File: src/rtl/sccb_pkg.sv
// Shared types and constants for the SCCB target.
// The OV5640 answers on 0x78 for writes and 0x79 for reads.
package sccb_pkg;

  typedef enum logic [3:0] {
    ST_IDLE,
    ST_ADDR,
    ST_ADDR_ACK,
    ST_SUB_HI,
    ST_SUB_HI_ACK,
    ST_SUB_LO,
    ST_SUB_LO_ACK,
    ST_WDATA,
    ST_WDATA_ACK,
    ST_RDATA,
    ST_WAIT_STOP
  } sccb_tgt_state_t;

  localparam logic [7:0] OV5640_SCCB_ADDR    = 8'h78;
  localparam logic [7:0] OV5640_SCCB_ADDR_RD = 8'h79;

  function automatic logic addr_match(
    input logic [7:0] rx,
    input logic [7:0] dev
  );
    return rx[7:1] == dev[7:1];
  endfunction

endpackage

File: src/rtl/sccb_target_if.sv
// Pad pins and register port of the SCCB target.
// The slave modport is the target's view; master is its environment.
interface sccb_target_if;
  logic        scl_i;
  logic        sda_i;
  logic        sda_oe;
  logic [15:0] reg_addr;
  logic [7:0]  reg_wdata;
  logic        reg_we;
  logic        reg_re;
  logic [7:0]  reg_rdata;
  logic        busy;

  modport slave (
    input  scl_i, sda_i, reg_rdata,
    output sda_oe, reg_addr, reg_wdata,
    output reg_we, reg_re, busy
  );

  modport master (
    output scl_i, sda_i, reg_rdata,
    input  sda_oe, reg_addr, reg_wdata,
    input  reg_we, reg_re, busy
  );
endinterface

File: src/rtl/sccb_glitch_filter.sv
// 2-FF synchronizer followed by a stable-count filter.
// Output idles high, matching a released open-drain line.
module sccb_glitch_filter #(
  parameter int unsigned FILTER_LEN = 3
) (
  input  logic clk,
  input  logic rst,
  input  logic d,
  output logic q
);

  localparam logic [3:0] LIM = 4'(FILTER_LEN - 1);

  logic [1:0] sync;
  logic [3:0] cnt;

  always_ff @(posedge clk or posedge rst) begin
    if (rst) begin
      sync <= 2'b11;
      cnt  <= '0;
      q    <= 1'b1;
    end else begin
      sync <= {sync[0], d};
      if (sync[1] == q) begin
        cnt <= '0;
      end else if (cnt == LIM) begin
        q   <= sync[1];
        cnt <= '0;
      end else begin
        cnt <= cnt + 4'd1;
      end
    end
  end

endmodule

File: src/rtl/sccb_target.sv
// SCCB responder: decodes 3-phase writes and 2-phase reads,
// turning each accepted access into a one-cycle register strobe.
module sccb_target
  import sccb_pkg::*;
#(
  parameter logic [7:0]  DEVICE_ADDR = OV5640_SCCB_ADDR,
  parameter int unsigned FILTER_LEN  = 3
) (
  input logic          clk,
  input logic          rest,
  sccb_target_if.slave bus
);

  logic scl_f, sda_f, scl_q, sda_q;
  logic scl_rise, scl_fall, sda_rise, sda_fall;
  logic start, stop;

  sccb_glitch_filter #(.FILTER_LEN(FILTER_LEN)) u_scl (
    .clk(clk), .rst(rest), .d(bus.scl_i), .q(scl_f)
  );

  sccb_glitch_filter #(.FILTER_LEN(FILTER_LEN)) u_sda (
    .clk(clk), .rst(rest), .d(bus.sda_i), .q(sda_f)
  );

  assign scl_rise = scl_f & ~scl_q;
  assign scl_fall = ~scl_f & scl_q;
  assign sda_rise = sda_f & ~sda_q;
  assign sda_fall = ~sda_f & sda_q;
  assign start    = sda_fall & scl_f;
  assign stop     = sda_rise & scl_f;

  sccb_tgt_state_t state_q, state_d;
  logic [3:0]  cnt_q, cnt_d;
  logic [7:0]  shift_q, shift_d, byte_in;
  logic [15:0] addr_q, addr_d;
  logic [7:0]  wdata_q, wdata_d;
  logic        rw_q, rw_d, oe_q, oe_d;
  logic        we_q, we_d, re_q, re_d;
  logic        busy_q, busy_d, rd_pend_q;

  assign byte_in = {shift_q[6:0], sda_f};

  always_ff @(posedge clk or posedge rest) begin
    if (rest) begin
      scl_q     <= 1'b1;
      sda_q     <= 1'b1;
      state_q   <= ST_IDLE;
      cnt_q     <= '0;
      shift_q   <= '0;
      addr_q    <= '0;
      wdata_q   <= '0;
      rw_q      <= 1'b0;
      oe_q      <= 1'b0;
      we_q      <= 1'b0;
      re_q      <= 1'b0;
      busy_q    <= 1'b0;
      rd_pend_q <= 1'b0;
    end else begin
      scl_q     <= scl_f;
      sda_q     <= sda_f;
      state_q   <= state_d;
      cnt_q     <= cnt_d;
      shift_q   <= shift_d;
      addr_q    <= addr_d;
      wdata_q   <= wdata_d;
      rw_q      <= rw_d;
      oe_q      <= oe_d;
      we_q      <= we_d;
      re_q      <= re_d;
      busy_q    <= busy_d;
      rd_pend_q <= re_q;
    end
  end

  always_comb begin
    state_d = state_q;
    cnt_d   = cnt_q;
    shift_d = rd_pend_q ? bus.reg_rdata : shift_q;
    addr_d  = addr_q;
    wdata_d = wdata_q;
    rw_d    = rw_q;
    oe_d    = oe_q;
    we_d    = 1'b0;
    re_d    = 1'b0;
    busy_d  = busy_q;
    if (start) begin
      state_d = ST_ADDR;
      cnt_d   = '0;
      oe_d    = 1'b0;
    end else if (stop) begin
      state_d = ST_IDLE;
      oe_d    = 1'b0;
      busy_d  = 1'b0;
    end else begin
      unique case (state_q)
        ST_IDLE: ;
        ST_ADDR: if (scl_rise) begin
          shift_d = byte_in;
          cnt_d   = cnt_q + 4'd1;
          if (cnt_q == 4'd7) begin
            cnt_d = '0;
            if (addr_match(byte_in, DEVICE_ADDR)) begin
              state_d = ST_ADDR_ACK;
              rw_d    = byte_in[0];
              busy_d  = 1'b1;
            end else begin
              state_d = ST_WAIT_STOP;
              busy_d  = 1'b0;
            end
          end
        end
        ST_SUB_HI, ST_SUB_LO, ST_WDATA: if (scl_rise) begin
          shift_d = byte_in;
          cnt_d   = cnt_q + 4'd1;
          if (cnt_q == 4'd7) begin
            cnt_d = '0;
            unique case (state_q)
              ST_SUB_HI: state_d = ST_SUB_HI_ACK;
              ST_SUB_LO: state_d = ST_SUB_LO_ACK;
              default:   state_d = ST_WDATA_ACK;
            endcase
          end
        end
        // First fall drives the ACK, second fall ends the 9th clock.
        ST_ADDR_ACK: if (scl_fall) begin
          if (!oe_q) begin
            oe_d = 1'b1;
            re_d = rw_q;
          end else if (rw_q) begin
            state_d = ST_RDATA;
            oe_d    = ~shift_q[7];
          end else begin
            state_d = ST_SUB_HI;
            oe_d    = 1'b0;
          end
        end
        ST_SUB_HI_ACK: if (scl_fall) begin
          if (!oe_q) begin
            oe_d         = 1'b1;
            addr_d[15:8] = shift_q;
          end else begin
            state_d = ST_SUB_LO;
            oe_d    = 1'b0;
          end
        end
        ST_SUB_LO_ACK: if (scl_fall) begin
          if (!oe_q) begin
            oe_d        = 1'b1;
            addr_d[7:0] = shift_q;
          end else begin
            state_d = ST_WDATA;
            oe_d    = 1'b0;
          end
        end
        ST_WDATA_ACK: if (scl_fall) begin
          if (!oe_q) begin
            oe_d    = 1'b1;
            wdata_d = shift_q;
            we_d    = 1'b1;
          end else begin
            state_d = ST_WAIT_STOP;
            oe_d    = 1'b0;
          end
        end
        // cnt counts master rises; 8 means the master owns bit 9.
        ST_RDATA: begin
          if (scl_rise) begin
            cnt_d = cnt_q + 4'd1;
            if (cnt_q == 4'd8) begin
              cnt_d = '0;
              if (sda_f) state_d = ST_WAIT_STOP;
              else       re_d    = 1'b1;
            end
          end else if (scl_fall) begin
            if (cnt_q == 4'd0) begin
              oe_d = ~shift_q[7];
            end else if (cnt_q == 4'd8) begin
              oe_d = 1'b0;
            end else begin
              shift_d = {shift_q[6:0], 1'b0};
              oe_d    = ~shift_q[6];
            end
          end
        end
        ST_WAIT_STOP: oe_d = 1'b0;
        default: state_d = ST_IDLE;
      endcase
    end
  end

  assign bus.sda_oe    = oe_q;
  assign bus.reg_addr  = addr_q;
  assign bus.reg_wdata = wdata_q;
  assign bus.reg_we    = we_q;
  assign bus.reg_re    = re_q;
  assign bus.busy      = busy_q;

endmodule

File: src/flat_wrapper.sv
// flat-port wrapper written by rule: the top's interface ports become plain ports
module sccb_target_flat import sccb_pkg::*;
#(
  parameter logic [7:0]  DEVICE_ADDR = OV5640_SCCB_ADDR,
  parameter int unsigned FILTER_LEN  = 3
)
  (clk, rest, bus_scl_i, bus_sda_i, bus_reg_rdata, bus_sda_oe, bus_reg_addr, bus_reg_wdata, bus_reg_we, bus_reg_re, bus_busy);
  sccb_target_if bus_i ();
  input logic clk;
  input logic rest;
  input wire logic [$bits(bus_i.scl_i)-1:0] bus_scl_i;
  input wire logic [$bits(bus_i.sda_i)-1:0] bus_sda_i;
  input wire logic [$bits(bus_i.reg_rdata)-1:0] bus_reg_rdata;
  output wire logic [$bits(bus_i.sda_oe)-1:0] bus_sda_oe;
  output wire logic [$bits(bus_i.reg_addr)-1:0] bus_reg_addr;
  output wire logic [$bits(bus_i.reg_wdata)-1:0] bus_reg_wdata;
  output wire logic [$bits(bus_i.reg_we)-1:0] bus_reg_we;
  output wire logic [$bits(bus_i.reg_re)-1:0] bus_reg_re;
  output wire logic [$bits(bus_i.busy)-1:0] bus_busy;
  assign bus_i.scl_i = bus_scl_i;
  assign bus_i.sda_i = bus_sda_i;
  assign bus_i.reg_rdata = bus_reg_rdata;
  assign bus_sda_oe = bus_i.sda_oe;
  assign bus_reg_addr = bus_i.reg_addr;
  assign bus_reg_wdata = bus_i.reg_wdata;
  assign bus_reg_we = bus_i.reg_we;
  assign bus_reg_re = bus_i.reg_re;
  assign bus_busy = bus_i.busy;
  sccb_target #(.DEVICE_ADDR(DEVICE_ADDR), .FILTER_LEN(FILTER_LEN)) u_core (.clk(clk), .rest(rest), .bus(bus_i));
endmodule
File: config.mk
export PLATFORM = sky130hd
export DESIGN_NAME = sccb_target_flat
export DESIGN_NICKNAME = d
export VERILOG_FILES = /design/src/rtl/sccb_pkg.sv /design/src/rtl/sccb_target_if.sv /design/src/rtl/sccb_glitch_filter.sv /design/src/rtl/sccb_target.sv /design/src/flat_wrapper.sv
export SDC_FILE = /design/constraint.sdc
export NUM_CORES = 1
export LEC_CHECK = 0
export BUFFER_PORTS_ARGS = -buffer_cell sky130_fd_sc_hd__buf_4
export CAP_MARGIN = 5
export CORE_MARGIN = 4
export CORE_UTILIZATION = 40
export DETAILED_ROUTE_END_ITERATION = 10
export GPL_TIMING_DRIVEN = 0
export SLEW_MARGIN = 10
export SYNTH_ARGS = -nofsm -noshare
export SYNTH_HDL_FRONTEND = slang
export SYNTH_HIERARCHICAL = 1
export SYNTH_SLANG_ARGS = --single-unit
File: constraint.sdc
create_clock -name clk -period 1.9 [get_ports clk]
set_input_delay 0.38 -clock clk [delete_from_list [all_inputs] [get_ports clk]]
set_output_delay 0.38 -clock clk [all_outputs]
set_load 0.02 [all_outputs]
==> results by group <==
Min path
  – Hold depth: 1
  – Min-Delay Path Class: input port to register

Yosys
  – Ys flop type: dfrtp_1
  – Post-synth EDFFs: 0
  – Gate Count Post-Synth: 265
  – Mapped cell area: 2970 um2
  – Synth unique cells: 50
  – Yosys reg bits: 62
  – Syn_nets: 279
  – Mean Syn Cell Area: 11.2 um2
  – Post-synth ARST share: 100%
  – Seq/Total Area, Yosys: 52.6%
  – Synthesis Warnings: 6

Die
  – Initial Utilization: 41.2%
  – Die extent in y: 94.2 um
  – DIE WIDTH: 94.2 um
  – Die area: 8870 um2
  – Core Footprint: 7210 um2
  – Cell Rows: 31
  – Ports: 40

Clock tree
  – Clk_lat worst skew: 0.33 ns
  – Htree depth: 3
  – Number of buffers created by CTS: 9
  – CTS Root Cell: clkbuf_8
  – Reg clk slew, reported paths: 0.07 ns
  – Clock Sinks: 62
  – CTS tree: yes
  – Max clock buf depth: 2

Critical path
  – FF-to-FF Start: u_core/u_scl/q$_DFFE_PP1P_
  – Crit-path max FO: 6
  – R2r endpoint: u_core/cnt_q[3]$_DFFE_PP0P_
  – Req. time, crit path: 2.14 ns
  – Critical path endpoint: u_core/cnt_q[3]$_DFFE_PP0P_
  – Critical path origin: u_core/u_scl/q$_DFFE_PP1P_
  – R2R setup slack: 0.07 ns
  – Critical Path Source Type: register
  – Crit path DAT: 2.07 ns
  – Worst Reg-to-Reg Cells: 6
  – Crit Path Class: register to register
  – Crit path capture type: register

Final layout
  – Most frequent cells in the layout: 54 x dfrtp_1, 42 x buf_4, 27 x mux2_2
  – Commonest non-fill, non-tap cell in the layout: dfrtp_1
  – Post-route insts no fill: 424
  – Area Growth Syn to Fin: 26.7%
  – # fillers: 674
  – Final core occ: 52.1%
  – ANT cells: 0
  – Final #Nets: 334
  – Share of cells above drive strength 1: 37.2%
  – Post-route design area: 3760 um2

Timing
  – Slew Viols, Final: 0
  – Fin Hold WS: 0.148 ns
  – Worst slew pin tran: 0.625 ns
  – Final TNS setup: 0 ns
  – Slew HR: 58.3%
  – Final Hold Vio Count: 0
  – RSZ-0062 raised after global routing: true
  – Final setup viols: 0
  – F_max: 0.547 GHz
  – Clk_skew: 0.00679 ns
  – Min cycle time layout: 1.83 ns
  – Period utilization: 96.2%

Power and ir drop
  – Pleak: 0.00167 uW
  – Worst IR Drop VDD: 0.000682 V
  – Power Density: 1650 nW/um2

Outcome
  – Outcome: finished, final reports clean

Placement
  – Post-DP HPWL: 4760 um
  – Input/output buffers: 39
  – RePlAce Congestion: 0.887
  – Placed instance count: 404
  – Dpl cell area: 3410 um2

Global routing
  – Largest net degree at the start of global routing: 39
  – Gr usage total: 16.1%
  – Initial antenna violation count: 0
  – First-pass GRT wire length: 11100 um
  – Total congestion overflow: 0
  – Vias in the first global route: 2215

Detailed routing
  – Detailed-route DRC error count: 0
  – Vias/cell: 5.25
  – First drt pass iteration count: 4
  – WL met2: 3200 um
  – WL met3: 290 um
  – Total number of vias: 2228
  – Routed WL per cell: 15.7 um
  – Routed met1 length: 3140 um
  – Final WL: 6680 um
  – DRT iter0 DRCs: 124
  – Post-DRT Antenna Nets: 0
  – Uppermost layer routed: met4

Job
  – Max-cap violations: 0
[cells by family after synthesis]
group / Yosys count / share of synthesized area, %
flip-flops: 62 / 52.6
buffers and inverters: 20 / 2.61
adder cells (fa/ha/maj): 2 / 0.843
multiplexers: 35 / 12.9
AND/OR/NAND/NOR: 83 / 16.9
AO/OA/AOI/OAI: 55 / 11.7
XOR/XNOR: 8 / 2.36
[critical path: stages (launching register included)]
cell,delay [ns]
dfstp_2,0.57
nor2b_4,0.20
nand4b_1,0.10
and3_1,0.19
clkbuf_1,0.16
a211o_1,0.32
o31ai_1,0.19
[synthesized netlist by cell type, types with 4 or more instances]
library cell,n,area share (%)
dfstp_2,8,7.1
mux2i_1,8,2.7
inv_1,9,1.1
and2_1,5,1.1
mux2_2,27,10
nor2_1,12,1.5
a21oi_1,9,1.5
nor2b_1,4,0.84
dfrtp_1,54,46
xor2_1,6,1.8
a211oi_1,5,1.3
nand2b_1,8,1.7
nand3_1,7,1.2
clkbuf_1,8,1.0
nand2_1,17,2.1
o21ai_0,20,3.4
nor3_1,4,0.67
[power breakdown]
part | internal [uW] | leakage (uW) | switching (uW)
Sequential | 1830 | 0.000797 | 546
Combinational | 1160 | 0.000771 | 1390
Clock | 742 | 0.000106 | 543
[what timing repair did]
item / CTS / global route
gates resized for setup: 14 / 13
endpoints found under the hold margin: 17 / 0
hold buffers: 1 / 0
setup buffers: 3 / 1
pin swaps: 2 / 0
setup endpoints to repair: 41 / 33
[routing by layer]
metal	up-vias	GRT usage (%)
met5	-	0
met4	0	4.21
met3	4	5.05
met2	53	24.5
met1	1104	22.3
li1	1067	-
[cell type report]
cell class                 count  area (um2)  area share (%)
sequential                    62        1560            41.5
multi-input combinational    183        1390            36.9
timing repair buffer          45         378            10.0
clock buffer                   9         124            3.29
tap                           99         124            3.29
clock inverter                 7        97.6            2.59
buffer                        10        55.1            1.46
inverter                       9        33.8           0.898
[through the flow]
step	worst slack (ns)	total power, uW
2_1_floorplan	0.00902	3890
3_3_place_gp	-0.380	4730
3_5_place_dp	-0.378	4760
4_1_cts	0.0317	6180
5_1_grt	-0.0110	6640
6_report	0.0715	6210
[registers in the layout, indices dropped and copies added (netlist names), 2 cells and up]
signal	cells
u_core/bus.reg_addr	16
u_core/bus.reg_wdata	8
u_core/cnt_q	4
u_core/shift_q	8
u_core/state_q	4
u_core/u_scl/cnt	4
u_core/u_scl/sync	2
u_core/u_sda/cnt	4
u_core/u_sda/sync	2
[worst min-delay path by stage]
stage	end	slack (ns)	start
after floorplan	u_core/u_scl/cnt[0]$_DFF_PP0_	0.18	rest
after global placement	u_core/u_sda/cnt[0]$_DFF_PP0_	0.34	rest
after detailed placement	u_core/u_scl/cnt[3]$_DFF_PP0_	0.34	rest
after CTS	u_core/u_sda/sync[0]$_DFF_PP1_	0.13	bus_sda_i
after global routing	u_core/u_scl/sync[0]$_DFF_PP1_	0.12	bus_scl_i
final	u_core/u_sda/sync[0]$_DFF_PP1_	0.15	bus_sda_i
Note: power is estimated with default switching activity, not from simulation.
